## src/rtl/pss_sched_pkg.sv

```systemverilog
// Shared definitions for the PSS sequencer: pass-phase encoding and
// handshake counter sizing.
package pss_sched_pkg;

  typedef enum logic [2:0] {
    IDLE   = 3'd0,
    LDMASK = 3'd1,
    STREAM = 3'd2,
    DRAIN  = 3'd3,
    NEXT   = 3'd4
  } psc_state_t;

  localparam int DEF_NUM_SORT_CORE = 8;
  localparam int PSC_CNT_W         = $clog2(DEF_NUM_SORT_CORE) + 1;

  // Counter wide enough to hold the full count of sort-core words.
  function automatic int psc_cnt_w(input int num_sort_core);
    return $clog2(num_sort_core) + 1;
  endfunction

endpackage

```

## src/rtl/pss_sched_if.sv

```systemverilog
// Control handshakes between CTR, FPS, KNN, PSS and the PSS sequencer.
// master = sequencer side, slave = surrounding blocks.
interface pss_sched_if #(
  parameter int IDX_WIDTH = 10
);
  logic                 CTRPSC_Start;
  logic [IDX_WIDTH-1:0] CTRPSC_NumPnt;
  logic [IDX_WIDTH-1:0] CTRPSC_NumCp;
  logic                 PSCCTR_Busy;
  logic                 PSCCTR_Done;
  logic                 FPSPSC_MaskVld;
  logic                 PSCFPS_MaskRdy;
  logic                 PSCPSS_MaskVld;
  logic                 PSSPSC_MaskRdy;
  logic                 KNNPSC_LopVld;
  logic                 PSCKNN_LopRdy;
  logic                 PSCPSS_LopVld;
  logic                 PSSPSC_LopRdy;
  logic                 PSCPSS_LopLast;
  logic                 PSCPSS_Rst;
  logic [IDX_WIDTH-1:0] PSCPSS_CpIdx;
  logic                 PSSCTR_MapVld;
  logic                 CTRPSS_MapRdy;

  modport master (
    input  CTRPSC_Start, CTRPSC_NumPnt, CTRPSC_NumCp,
    input  FPSPSC_MaskVld, PSSPSC_MaskRdy,
    input  KNNPSC_LopVld, PSSPSC_LopRdy,
    input  PSSCTR_MapVld, CTRPSS_MapRdy,
    output PSCCTR_Busy, PSCCTR_Done,
    output PSCFPS_MaskRdy, PSCPSS_MaskVld,
    output PSCKNN_LopRdy, PSCPSS_LopVld, PSCPSS_LopLast,
    output PSCPSS_Rst, PSCPSS_CpIdx
  );

  modport slave (
    output CTRPSC_Start, CTRPSC_NumPnt, CTRPSC_NumCp,
    output FPSPSC_MaskVld, PSSPSC_MaskRdy,
    output KNNPSC_LopVld, PSSPSC_LopRdy,
    output PSSCTR_MapVld, CTRPSS_MapRdy,
    input  PSCCTR_Busy, PSCCTR_Done,
    input  PSCFPS_MaskRdy, PSCPSS_MaskVld,
    input  PSCKNN_LopRdy, PSCPSS_LopVld, PSCPSS_LopLast,
    input  PSCPSS_Rst, PSCPSS_CpIdx
  );

endinterface

```

## src/rtl/pss_sched.sv

```systemverilog
// PSS sequencer: per center, load masks, stream the LOP, wait for the map
// words to drain, then soft-reset PSS and move to the next center.
module pss_sched
  import pss_sched_pkg::*;
#(
  parameter int IDX_WIDTH     = 10,
  parameter int NUM_SORT_CORE = 8
) (
  input logic         clk,
  input logic         rst_n,
  pss_sched_if.master bus
);

  localparam int               CNT_W    = psc_cnt_w(NUM_SORT_CORE);
  localparam logic [CNT_W-1:0] CNT_LAST = CNT_W'(NUM_SORT_CORE - 1);

  psc_state_t           state;
  psc_state_t           state_nxt;
  logic [CNT_W-1:0]     mask_cnt;
  logic [CNT_W-1:0]     map_cnt;
  logic [IDX_WIDTH-1:0] lop_cnt;
  logic [IDX_WIDTH-1:0] cp_idx;
  logic [IDX_WIDTH-1:0] num_pnt;
  logic [IDX_WIDTH-1:0] num_cp;
  logic                 rst_pend;
  logic                 done_zero;

  logic start_ok;
  logic start_zero;
  logic mask_hs;
  logic lop_hs;
  logic map_hs;
  logic lop_last;
  logic cp_last;

  // A start with a zero count is acknowledged with Done but never runs.
  assign start_ok   = (state == IDLE) && bus.CTRPSC_Start &&
                      (|bus.CTRPSC_NumPnt) && (|bus.CTRPSC_NumCp);
  assign start_zero = (state == IDLE) && bus.CTRPSC_Start && !start_ok;
  assign mask_hs    = (state == LDMASK) && bus.FPSPSC_MaskVld && bus.PSSPSC_MaskRdy;
  assign lop_hs     = (state == STREAM) && bus.KNNPSC_LopVld && bus.PSSPSC_LopRdy;
  assign map_hs     = (state == DRAIN) && bus.PSSCTR_MapVld && bus.CTRPSS_MapRdy;
  assign lop_last   = (lop_cnt == num_pnt - IDX_WIDTH'(1));
  assign cp_last    = (cp_idx == num_cp - IDX_WIDTH'(1));

  always_comb begin
    state_nxt          = state;
    bus.PSCPSS_MaskVld = 1'b0;
    bus.PSCFPS_MaskRdy = 1'b0;
    bus.PSCPSS_LopVld  = 1'b0;
    bus.PSCKNN_LopRdy  = 1'b0;
    bus.PSCPSS_LopLast = 1'b0;
    bus.PSCCTR_Busy    = (state != IDLE);
    bus.PSCCTR_Done    = done_zero;
    bus.PSCPSS_Rst     = rst_pend;
    bus.PSCPSS_CpIdx   = cp_idx;
    unique case (state)
      IDLE: begin
        if (start_ok) state_nxt = LDMASK;
      end
      LDMASK: begin
        bus.PSCPSS_MaskVld = bus.FPSPSC_MaskVld;
        bus.PSCFPS_MaskRdy = bus.PSSPSC_MaskRdy;
        if (mask_hs && (mask_cnt == CNT_LAST)) state_nxt = STREAM;
      end
      STREAM: begin
        bus.PSCPSS_LopVld  = bus.KNNPSC_LopVld;
        bus.PSCKNN_LopRdy  = bus.PSSPSC_LopRdy;
        bus.PSCPSS_LopLast = lop_last;
        if (lop_hs && lop_last) state_nxt = DRAIN;
      end
      DRAIN: begin
        if (map_hs && (map_cnt == CNT_LAST)) state_nxt = NEXT;
      end
      NEXT: begin
        bus.PSCPSS_Rst = 1'b1;
        if (cp_last) bus.PSCCTR_Done = 1'b1;
        state_nxt = cp_last ? IDLE : LDMASK;
      end
      default: state_nxt = IDLE;
    endcase
  end

  // Counters only advance inside their own phase and are wiped in NEXT.
  always_ff @(posedge clk or negedge rst_n) begin
    if (!rst_n) begin
      state     <= IDLE;
      mask_cnt  <= '0;
      map_cnt   <= '0;
      lop_cnt   <= '0;
      cp_idx    <= '0;
      num_pnt   <= '0;
      num_cp    <= '0;
      rst_pend  <= 1'b0;
      done_zero <= 1'b0;
    end else begin
      state     <= state_nxt;
      rst_pend  <= start_ok;
      done_zero <= start_zero;
      if (start_ok) begin
        num_pnt <= bus.CTRPSC_NumPnt;
        num_cp  <= bus.CTRPSC_NumCp;
        cp_idx  <= '0;
      end else if ((state == NEXT) && !cp_last) begin
        cp_idx <= cp_idx + IDX_WIDTH'(1);
      end
      if (state == NEXT) begin
        mask_cnt <= '0;
        map_cnt  <= '0;
        lop_cnt  <= '0;
      end else begin
        if (mask_hs) mask_cnt <= mask_cnt + CNT_W'(1);
        if (map_hs)  map_cnt  <= map_cnt + CNT_W'(1);
        if (lop_hs)  lop_cnt  <= lop_cnt + IDX_WIDTH'(1);
      end
    end
  end

endmodule

```

## src/flat_wrapper.sv

```systemverilog
// flat-port wrapper written by rule: the top's interface ports become plain ports
module pss_sched_flat import pss_sched_pkg::*;
#(
  parameter int IDX_WIDTH     = 10,
  parameter int NUM_SORT_CORE = 8
)
  (clk, rst_n, bus_CTRPSC_Start, bus_CTRPSC_NumPnt, bus_CTRPSC_NumCp, bus_FPSPSC_MaskVld, bus_PSSPSC_MaskRdy, bus_KNNPSC_LopVld, bus_PSSPSC_LopRdy, bus_PSSCTR_MapVld, bus_CTRPSS_MapRdy, bus_PSCCTR_Busy, bus_PSCCTR_Done, bus_PSCFPS_MaskRdy, bus_PSCPSS_MaskVld, bus_PSCKNN_LopRdy, bus_PSCPSS_LopVld, bus_PSCPSS_LopLast, bus_PSCPSS_Rst, bus_PSCPSS_CpIdx);
  pss_sched_if #(.IDX_WIDTH(IDX_WIDTH)) bus_i ();
  input logic clk;
  input logic rst_n;
  input wire logic [$bits(bus_i.CTRPSC_Start)-1:0] bus_CTRPSC_Start;
  input wire logic [$bits(bus_i.CTRPSC_NumPnt)-1:0] bus_CTRPSC_NumPnt;
  input wire logic [$bits(bus_i.CTRPSC_NumCp)-1:0] bus_CTRPSC_NumCp;
  input wire logic [$bits(bus_i.FPSPSC_MaskVld)-1:0] bus_FPSPSC_MaskVld;
  input wire logic [$bits(bus_i.PSSPSC_MaskRdy)-1:0] bus_PSSPSC_MaskRdy;
  input wire logic [$bits(bus_i.KNNPSC_LopVld)-1:0] bus_KNNPSC_LopVld;
  input wire logic [$bits(bus_i.PSSPSC_LopRdy)-1:0] bus_PSSPSC_LopRdy;
  input wire logic [$bits(bus_i.PSSCTR_MapVld)-1:0] bus_PSSCTR_MapVld;
  input wire logic [$bits(bus_i.CTRPSS_MapRdy)-1:0] bus_CTRPSS_MapRdy;
  output wire logic [$bits(bus_i.PSCCTR_Busy)-1:0] bus_PSCCTR_Busy;
  output wire logic [$bits(bus_i.PSCCTR_Done)-1:0] bus_PSCCTR_Done;
  output wire logic [$bits(bus_i.PSCFPS_MaskRdy)-1:0] bus_PSCFPS_MaskRdy;
  output wire logic [$bits(bus_i.PSCPSS_MaskVld)-1:0] bus_PSCPSS_MaskVld;
  output wire logic [$bits(bus_i.PSCKNN_LopRdy)-1:0] bus_PSCKNN_LopRdy;
  output wire logic [$bits(bus_i.PSCPSS_LopVld)-1:0] bus_PSCPSS_LopVld;
  output wire logic [$bits(bus_i.PSCPSS_LopLast)-1:0] bus_PSCPSS_LopLast;
  output wire logic [$bits(bus_i.PSCPSS_Rst)-1:0] bus_PSCPSS_Rst;
  output wire logic [$bits(bus_i.PSCPSS_CpIdx)-1:0] bus_PSCPSS_CpIdx;
  assign bus_i.CTRPSC_Start = bus_CTRPSC_Start;
  assign bus_i.CTRPSC_NumPnt = bus_CTRPSC_NumPnt;
  assign bus_i.CTRPSC_NumCp = bus_CTRPSC_NumCp;
  assign bus_i.FPSPSC_MaskVld = bus_FPSPSC_MaskVld;
  assign bus_i.PSSPSC_MaskRdy = bus_PSSPSC_MaskRdy;
  assign bus_i.KNNPSC_LopVld = bus_KNNPSC_LopVld;
  assign bus_i.PSSPSC_LopRdy = bus_PSSPSC_LopRdy;
  assign bus_i.PSSCTR_MapVld = bus_PSSCTR_MapVld;
  assign bus_i.CTRPSS_MapRdy = bus_CTRPSS_MapRdy;
  assign bus_PSCCTR_Busy = bus_i.PSCCTR_Busy;
  assign bus_PSCCTR_Done = bus_i.PSCCTR_Done;
  assign bus_PSCFPS_MaskRdy = bus_i.PSCFPS_MaskRdy;
  assign bus_PSCPSS_MaskVld = bus_i.PSCPSS_MaskVld;
  assign bus_PSCKNN_LopRdy = bus_i.PSCKNN_LopRdy;
  assign bus_PSCPSS_LopVld = bus_i.PSCPSS_LopVld;
  assign bus_PSCPSS_LopLast = bus_i.PSCPSS_LopLast;
  assign bus_PSCPSS_Rst = bus_i.PSCPSS_Rst;
  assign bus_PSCPSS_CpIdx = bus_i.PSCPSS_CpIdx;
  pss_sched #(.IDX_WIDTH(IDX_WIDTH), .NUM_SORT_CORE(NUM_SORT_CORE)) u_core (.clk(clk), .rst_n(rst_n), .bus(bus_i));
endmodule
```

## config.mk

```make
export PLATFORM = sky130hd
export DESIGN_NAME = pss_sched_flat
export DESIGN_NICKNAME = d
export VERILOG_FILES = /design/src/rtl/pss_sched_pkg.sv /design/src/rtl/pss_sched_if.sv /design/src/rtl/pss_sched.sv /design/src/flat_wrapper.sv
export SDC_FILE = /design/constraint.sdc
export NUM_CORES = 1
export LEC_CHECK = 0
export CORE_MARGIN = 3
export CORE_UTILIZATION = 40
export CTS_CLUSTER_DIAMETER = 200
export DETAILED_ROUTE_END_ITERATION = 10
export PLACE_DENSITY = 0.71
export SETUP_SLACK_MARGIN = 0.4
export SYNTH_ARGS = -nofsm -noshare
export SYNTH_HDL_FRONTEND = slang
export SYNTH_SLANG_ARGS = --single-unit
```

## constraint.sdc

```tcl
create_clock -name clk -period 2.9 [get_ports clk]
set_input_delay 0.58 -clock clk [delete_from_list [all_inputs] [get_ports clk]]
set_output_delay 0.58 -clock clk [all_outputs]
set_load 0.05 [all_outputs]
```

==> impl_results.md, run 1 <==
* Die width at 93.5 microns
* Total Routing Usage GR at 17.0%
* EDFF count, synth at 0
* Final wirelength at 7.31 mm
* Min cycle time layout at 2.86 ns
* Final-layout fill cell count at 662
* Die ar. at 8750 sq um
* Asr flop ratio synth at 100%
* TritonCTS Buffers at 5
* CP endpoint: bus_PSCPSS_LopLast
* Type of element capturing the critical path: primary output
* Syn. warnings at 0
* Status: completed
* Fin. Hold Viols at 0
* Seq cells post-synth at 53
* Final Max Tran Viols at 0
* Routed Antenna Nets at 0
* Worst Tran Pin Value at 0.633 ns
* Critical R2R Launch: u_core.num_cp[1]
* Crit Path Max Fanout at 4
* Finish-stage setup viols at 0
* Vias in the first global route at 2517
* Worst min path class: in -> async
* Core Region at 7330 sq um
* Leak Pwr at 1.71 nW
* Drt drc at 0
* H-tree depth at 2
* Mapped Nets at 384
* Worst setup margin at 0.0439 ns
* Initial antenna violation count at 0
* Hold Buf Count CTS at 0
* Unrepaired setup endpoints after global routing: true
* HPWL Detailed at 5.26 mm
* CTS tree: built
* Synth top area cells: dfrtp_1 43%, nand2_1 8.6%, xnor2_1 6.0%, xor2_1 4.9%, nor2_1 3.6%
* Arr. time, crit path at 2.28 ns
* Layout cells sized above 1 at 13.9%
* Final cell count without fillers at 501
* Design Power at 0.00337 W
* Cell count after synthesis at 349
* Max Cap Viol at 0
* Reg2Reg Capture Point: u_core.bus.PSCPSS_CpIdx[8]
* Area Growth Syn to Fin at 29.2%
* Detailed Route Iter0 Violations at 95
* Netlist cell types at 44
* Fmax at 350 MHz
* Avg Vias per Cell at 5.22
* Register area share after synthesis at 43.3%
* Worst EP required at 2.32 ns
* Final core utilization at 54.0%
* GR Overflow Total at 0
* Crit Path Class: reg -> out
* CTS Buffer Depth at 2
* Syn Area/Cell at 8.78 sq um
* Placed Cells at 485
* Gpl congestion at 0.872
* Nets@finish at 436
* Yosys top cell area share at 43.3%
* Io pins at 47
* Port bufs at 46
* Critical path origin: u_core.num_pnt[1]
* DR vias at 2616
* Netlist Area Pre-Place at 3060 sq um
* Worst slack, placed at 0.138 ns
* Worst rel slew slack at 57.8%
* Min Hold Slack at 0.279 ns
* Final period utilization at 98.5%
* Skew-Pair Late Insertion Delay at 0.31 ns
* Pwr per Cell Area at 852 nW/um^2
* Clock Sinks at 53
* Number of detailed-route iterations in the first pass at 4
* Most used DFF post-synth: dfrtp_1
* FF-to-FF path depth at 10
* Cell type with the largest total area after synthesis: dfrtp_1
* Worst reg-to-reg setup slack at 0.57 ns
* Drt wl/cell at 14.6 microns
* # rows at 31
* Die Ht at 93.5 microns
* Peak supply drop at 0.409 mV
* Largest net degree at the start of global routing at 30
* Commonest non-fill, non-tap cells in the layout: 70 x nand2_1, 50 x dfrtp_1, 37 x clkdlybuf4s50_1
* Most common cell after layout, fill and taps aside: nand2_1
* Clk root buf: clkbuf_8
* Max Clock Skew at 0.0128 ns
* Initial core utilization at 41.8%
* Clock transition at the registers of the reported paths at 0.11 ns
* Setup crit start kind: flop
* First-pass GRT wire length at 11.9 mm
* Antenna fix cells at 0
[registers in the layout (all words and copies together) (netlist names)]
| register | flops |
|---|---|
| u_core.state | 3 |
| u_core.mask_cnt | 4 |
| u_core.rst_pend | 1 |
| u_core.map_cnt | 4 |
| u_core.num_cp | 10 |
| u_core.done_zero | 1 |
| u_core.lop_cnt | 10 |
| u_core.num_pnt | 10 |
| u_core.bus.PSCPSS_CpIdx | 10 |
[layer usage]
| layer | global-route usage, % | wire length [microns] | up-vias |
|---|---|---|---|
| met5 | 0 | 0 | - |
| met1 | 22.3 | 3330 | 1255 |
| li1 | - | - | 1302 |
| met2 | 28.5 | 3600 | 49 |
| met3 | 3.46 | 287 | 10 |
| met4 | 4.76 | 95 | 0 |
[where the power goes]
group	total (W)	leakage (nW)	switching (W)	internal, W
registers	0.00126	0.682	0.000294	0.000971
clock network	0.000524	0.0591	0.000261	0.000264
logic	0.00158	0.968	0.000856	0.000726
[cell type report]
| class | instances | area (sq um) | share of cell area [%] |
|---|---|---|---|
| Clock inverter | 3 | 47.5 | 1.20 |
| Multi-Input combinational cell | 270 | 1740 | 44.0 |
| Timing Repair Buffer | 60 | 604 | 15.3 |
| Inverter | 11 | 41.3 | 1.04 |
| Tap cell | 99 | 124 | 3.13 |
| Clock buffer | 5 | 68.8 | 1.74 |
| Sequential cell | 53 | 1330 | 33.6 |
[logic make-up (layout without fill, tap and decap cells)]
kind of cell,after synthesis,after routing,share of synthesized area (%)
muxes,10,10,3.27
buffers and inverters,26,79,3.47
xor gates and xnor gates,38,38,10.9
adders and majority gates,6,6,2.45
AOI/OAI and AO/OA,43,43,8.45
and+or+nand+nor,173,173,28.2
DFF,53,53,43.3
[synthesized netlist by cell type (2+ instances only)]
master / n
a21o_1: 2
a21oi_1: 10
a31oi_1: 6
and2_1: 4
and3_1: 8
and4_1: 2
buf_1: 2
clkbuf_1: 11
dfrtp_1: 53
ha_1: 6
inv_1: 11
mux2i_1: 10
nand2_1: 70
nand2b_1: 2
nand3_1: 10
nand3b_1: 3
nand4_1: 9
nor2_1: 29
nor2b_1: 5
nor3_1: 8
nor4_1: 6
nor4b_1: 3
o211ai_1: 2
o21ai_0: 15
or3_1: 7
xnor2_1: 21
xor2_1: 17
[worst min-delay path by stage]
stage	startpoint	endpoint	slack, ns	cells after the start
global placement	u_core.num_cp[9]	u_core.num_cp[9]	0.48	2
detailed placement	u_core.num_pnt[9]	u_core.num_pnt[9]	0.49	2
floorplan	rst_n	u_core.bus.PSCPSS_CpIdx[0]	0.28	0
finish	rst_n	u_core.map_cnt[3]	0.28	1
CTS	rst_n	u_core.map_cnt[2]	0.29	1
global route	rst_n	u_core.map_cnt[3]	0.30	1
[worst max-delay path, stage by stage (launching register included)]
cell,delay [ns]
dfrtp_1,0.39
inv_1,0.11
ha_4,0.16
nand3b_1,0.15
xnor2_1,0.17
o221ai_1,0.18
a21oi_2,0.11
nor4_4,0.31
and3_4,0.24
buf_12,0.13
[metrics by stage]
| step | instance area, sq um | TNS, ns |
|---|---|---|
| 6_report | 3960 | 0 |
| 5_1_grt | 3960 | -0.165 |
| 4_1_cts | 3870 | 0 |
| 3_5_place_dp | 3680 | 0 |
| 3_3_place_gp | 3680 | 0 |
| 2_1_floorplan | 3080 | 0 |
[timing repair]
item,CTS,global route
pin swaps,4,9
buffers inserted,6,2
gates resized for setup,7,16
setup endpoints to repair,3,7
(Power assumes the default switching activity.)
==> run 2, diff against run 1 <==
CORE_MARGIN = not set   (was 3)
CTS_BUF_LIST = sky130_fd_sc_hd__clkbuf_4 sky130_fd_sc_hd__clkbuf_8 sky130_fd_sc_hd__clkbuf_16   (was not set)
GPL_TIMING_DRIVEN = 0   (was not set)
==> impl_results.md, run 2 (synthesized netlist as in run 1, its figures left out) <==
* Reg2Reg Capture Point: u_core.bus.PSCPSS_CpIdx[6]
* Area Growth Syn to Fin at 31.4%
* Final period utilization at 100% (+2.0 points)
* Avg Vias per Cell at 5.17 (-0.94%)
* Final wirelength at 7.63 mm (+4.4%)
* Arr. time, crit path at 2.33 ns (+0.05 ns)
* Status: finished, violations left
* Detailed Route Iter0 Violations at 128 (+35%)
* Clock transition at the registers of the reported paths at 0.10 ns (about the same)
* Critical R2R Launch: u_core.num_cp[1]
* Worst EP required at 2.32 ns (about the same)
* Initial antenna violation count at 0 (unchanged)
* Finish-stage setup viols at 1 (+1)
* Unrepaired setup endpoints after global routing: true
* Nets@finish at 457 (+4.8%)
* Drt drc at 0 (unchanged)
* Setup crit start kind: flop
* TritonCTS Buffers at 5 (unchanged)
* Critical path origin: u_core.num_cp[1]
* Gpl congestion at 0.870 (-0.19%)
* Commonest non-fill, non-tap cells in the layout: 70 x nand2_1, 48 x dfrtp_1, 37 x clkdlybuf4s50_1
* Routed Antenna Nets at 0 (unchanged)
* Leak Pwr at 1.76 nW (+2.9%)
* GR Overflow Total at 0 (unchanged)
* Final core utilization at 54.9% (+0.92 points)
* Worst Tran Pin Value at 0.587 ns (-0.0458 ns)
* Max Cap Viol at 0 (unchanged)
* CTS Buffer Depth at 2 (unchanged)
* Skew-Pair Late Insertion Delay at 0.31 ns (about the same)
* Pwr per Cell Area at 833 nW/um^2 (-2.2%)
* Failing checks: negative setup slack
* Clk root buf: clkbuf_8
* First-pass GRT wire length at 12.6 mm (+5.8%)
* Worst setup margin at -0.0144 ns (-0.0584 ns)
* Type of element capturing the critical path: primary output
* Total Routing Usage GR at 20.6% (+3.6 points)
* Clock Sinks at 53 (unchanged)
* Vias in the first global route at 2746 (+9.1%)
* Crit Path Max Fanout at 4 (unchanged)
* Fmax at 343 MHz (-2.0%)
* Die width at 89.5 microns (-4.3%)
* CTS tree: built
* Core Region at 7330 sq um (unchanged)
* Crit Path Class: reg -> out
* Number of detailed-route iterations in the first pass at 4 (unchanged)
* Antenna fix cells at 0 (unchanged)
* Setup TNS at -0.0144 ns (-0.0144 ns)
* Max Clock Skew at 0.00501 ns (-0.00776 ns)
* Worst slack, placed at -0.639 ns (-0.777 ns)
* Final Max Tran Viols at 0 (unchanged)
* Peak supply drop at 0.470 mV (+15%)
* Most common cell after layout, fill and taps aside: nand2_1
* Drt wl/cell at 14.6 microns (+0.22%)
* HPWL Detailed at 5.56 mm (+5.8%)
* Largest net degree at the start of global routing at 31 (+3.3%)
* Hold Buf Count CTS at 0 (unchanged)
* Final-layout fill cell count at 650 (-1.8%)
* Min cycle time layout at 2.91 ns (+0.0584 ns)
* H-tree depth at 2 (unchanged)
* Register Area at 1330 sq um (+0.19%)
* DR vias at 2700 (+3.2%)
* Worst rel slew slack at 60.9% (+3.1 points)
* Layout cells sized above 1 at 15.1% (+1.2 points)
* Initial core utilization at 41.8% (unchanged)
* Multi-input logic area at 1730 sq um (-0.79%)
* Port bufs at 46 (unchanged)
* Die ar. at 8010 sq um (-8.4%)
* FF-to-FF path depth at 11 (+1)
* Die Ht at 89.5 microns (-4.3%)
* Worst min path class: in -> async
* Io pins at 47 (unchanged)
* Worst reg-to-reg setup slack at 0.56 ns (about the same)
* # rows at 31 (unchanged)
* Fin. Hold Viols at 0 (unchanged)
-- run 2: changes by cell type in the layout (fill, tap and decap cells not counted), sizes merged --
cell         delta
bufinv          -1
dlygate4sd2     +4
clkinvlp        +2
inv             -2
buf             +8
clkbuf         +10
-- run 2: per-layer routing --
metal / track usage, % / routed length, microns
met1: 27.1 / 3480
met2: 35.4 / 3770
met3: 3.14 / 275
met5: 0 / 0
met4: 5.77 / 112
-- run 2: worst max-delay path by stage --
| stage | to | slack (ns) | cells after the start |
|---|---|---|---|
| after CTS | bus_PSCPSS_LopLast | 0.02 | 9 |
| after floorplan | bus_PSCCTR_Done | 0.30 | 7 |
| after global placement | bus_PSCPSS_LopLast | -0.63 | 8 |
| final | bus_PSCCTR_Done | -0.01 | 10 |
| after global routing | bus_PSCCTR_Done | -0.12 | 10 |
| after detailed placement | bus_PSCPSS_LopLast | -0.64 | 8 |
-- run 2: cell type report --
class                      instances  share of cell area (%)
multi-input combinational        270                    42.9
sequential                        53                    33.1
timing repair buffer              66                    15.5
tap                               99                    3.08
buffer                            15                    2.11
clock buffer                       6                    1.90
inverter                          11                    1.03
clock inverter                     2                   0.373
-- run 2: critical path: stages (launching register included) --
cell	delay, ns
dfrtp_1	0.40
buf_4	0.15
nor3_4	0.22
buf_4	0.18
nor4b_2	0.23
a31oi_1	0.09
o21ai_2	0.19
and3_4	0.22
buf_6	0.10
a21o_4	0.12
buf_8	0.14
-- run 2: report_power, final --
group          internal (W)  switching, W
combinational      0.000784      0.000899
clock              0.000180      0.000257
sequential         0.000973      0.000260
total               0.00194       0.00142
-- run 2: timing repair --
| item | in CTS | in global routing |
|---|---|---|
| resized for setup | 51 | 9 |
| buffers inserted | 15 | 4 |
| setup endpoints to repair | 12 | 5 |
| pin swaps | 13 | 4 |
-- run 2: through the flow --
stage | instance area [sq um] | cells | power, W | hold WS, ns
floorplan | 3080 | 349 | 0.00223 | 0.284
global placement | 3660 | 494 | 0.00255 | 0.494
global route | 4030 | 522 | 0.00361 | 0.293
CTS | 3970 | 518 | 0.00327 | 0.272
detailed placement | 3670 | 495 | 0.00261 | 0.500
finish | 4030 | 522 | 0.00335 | 0.262
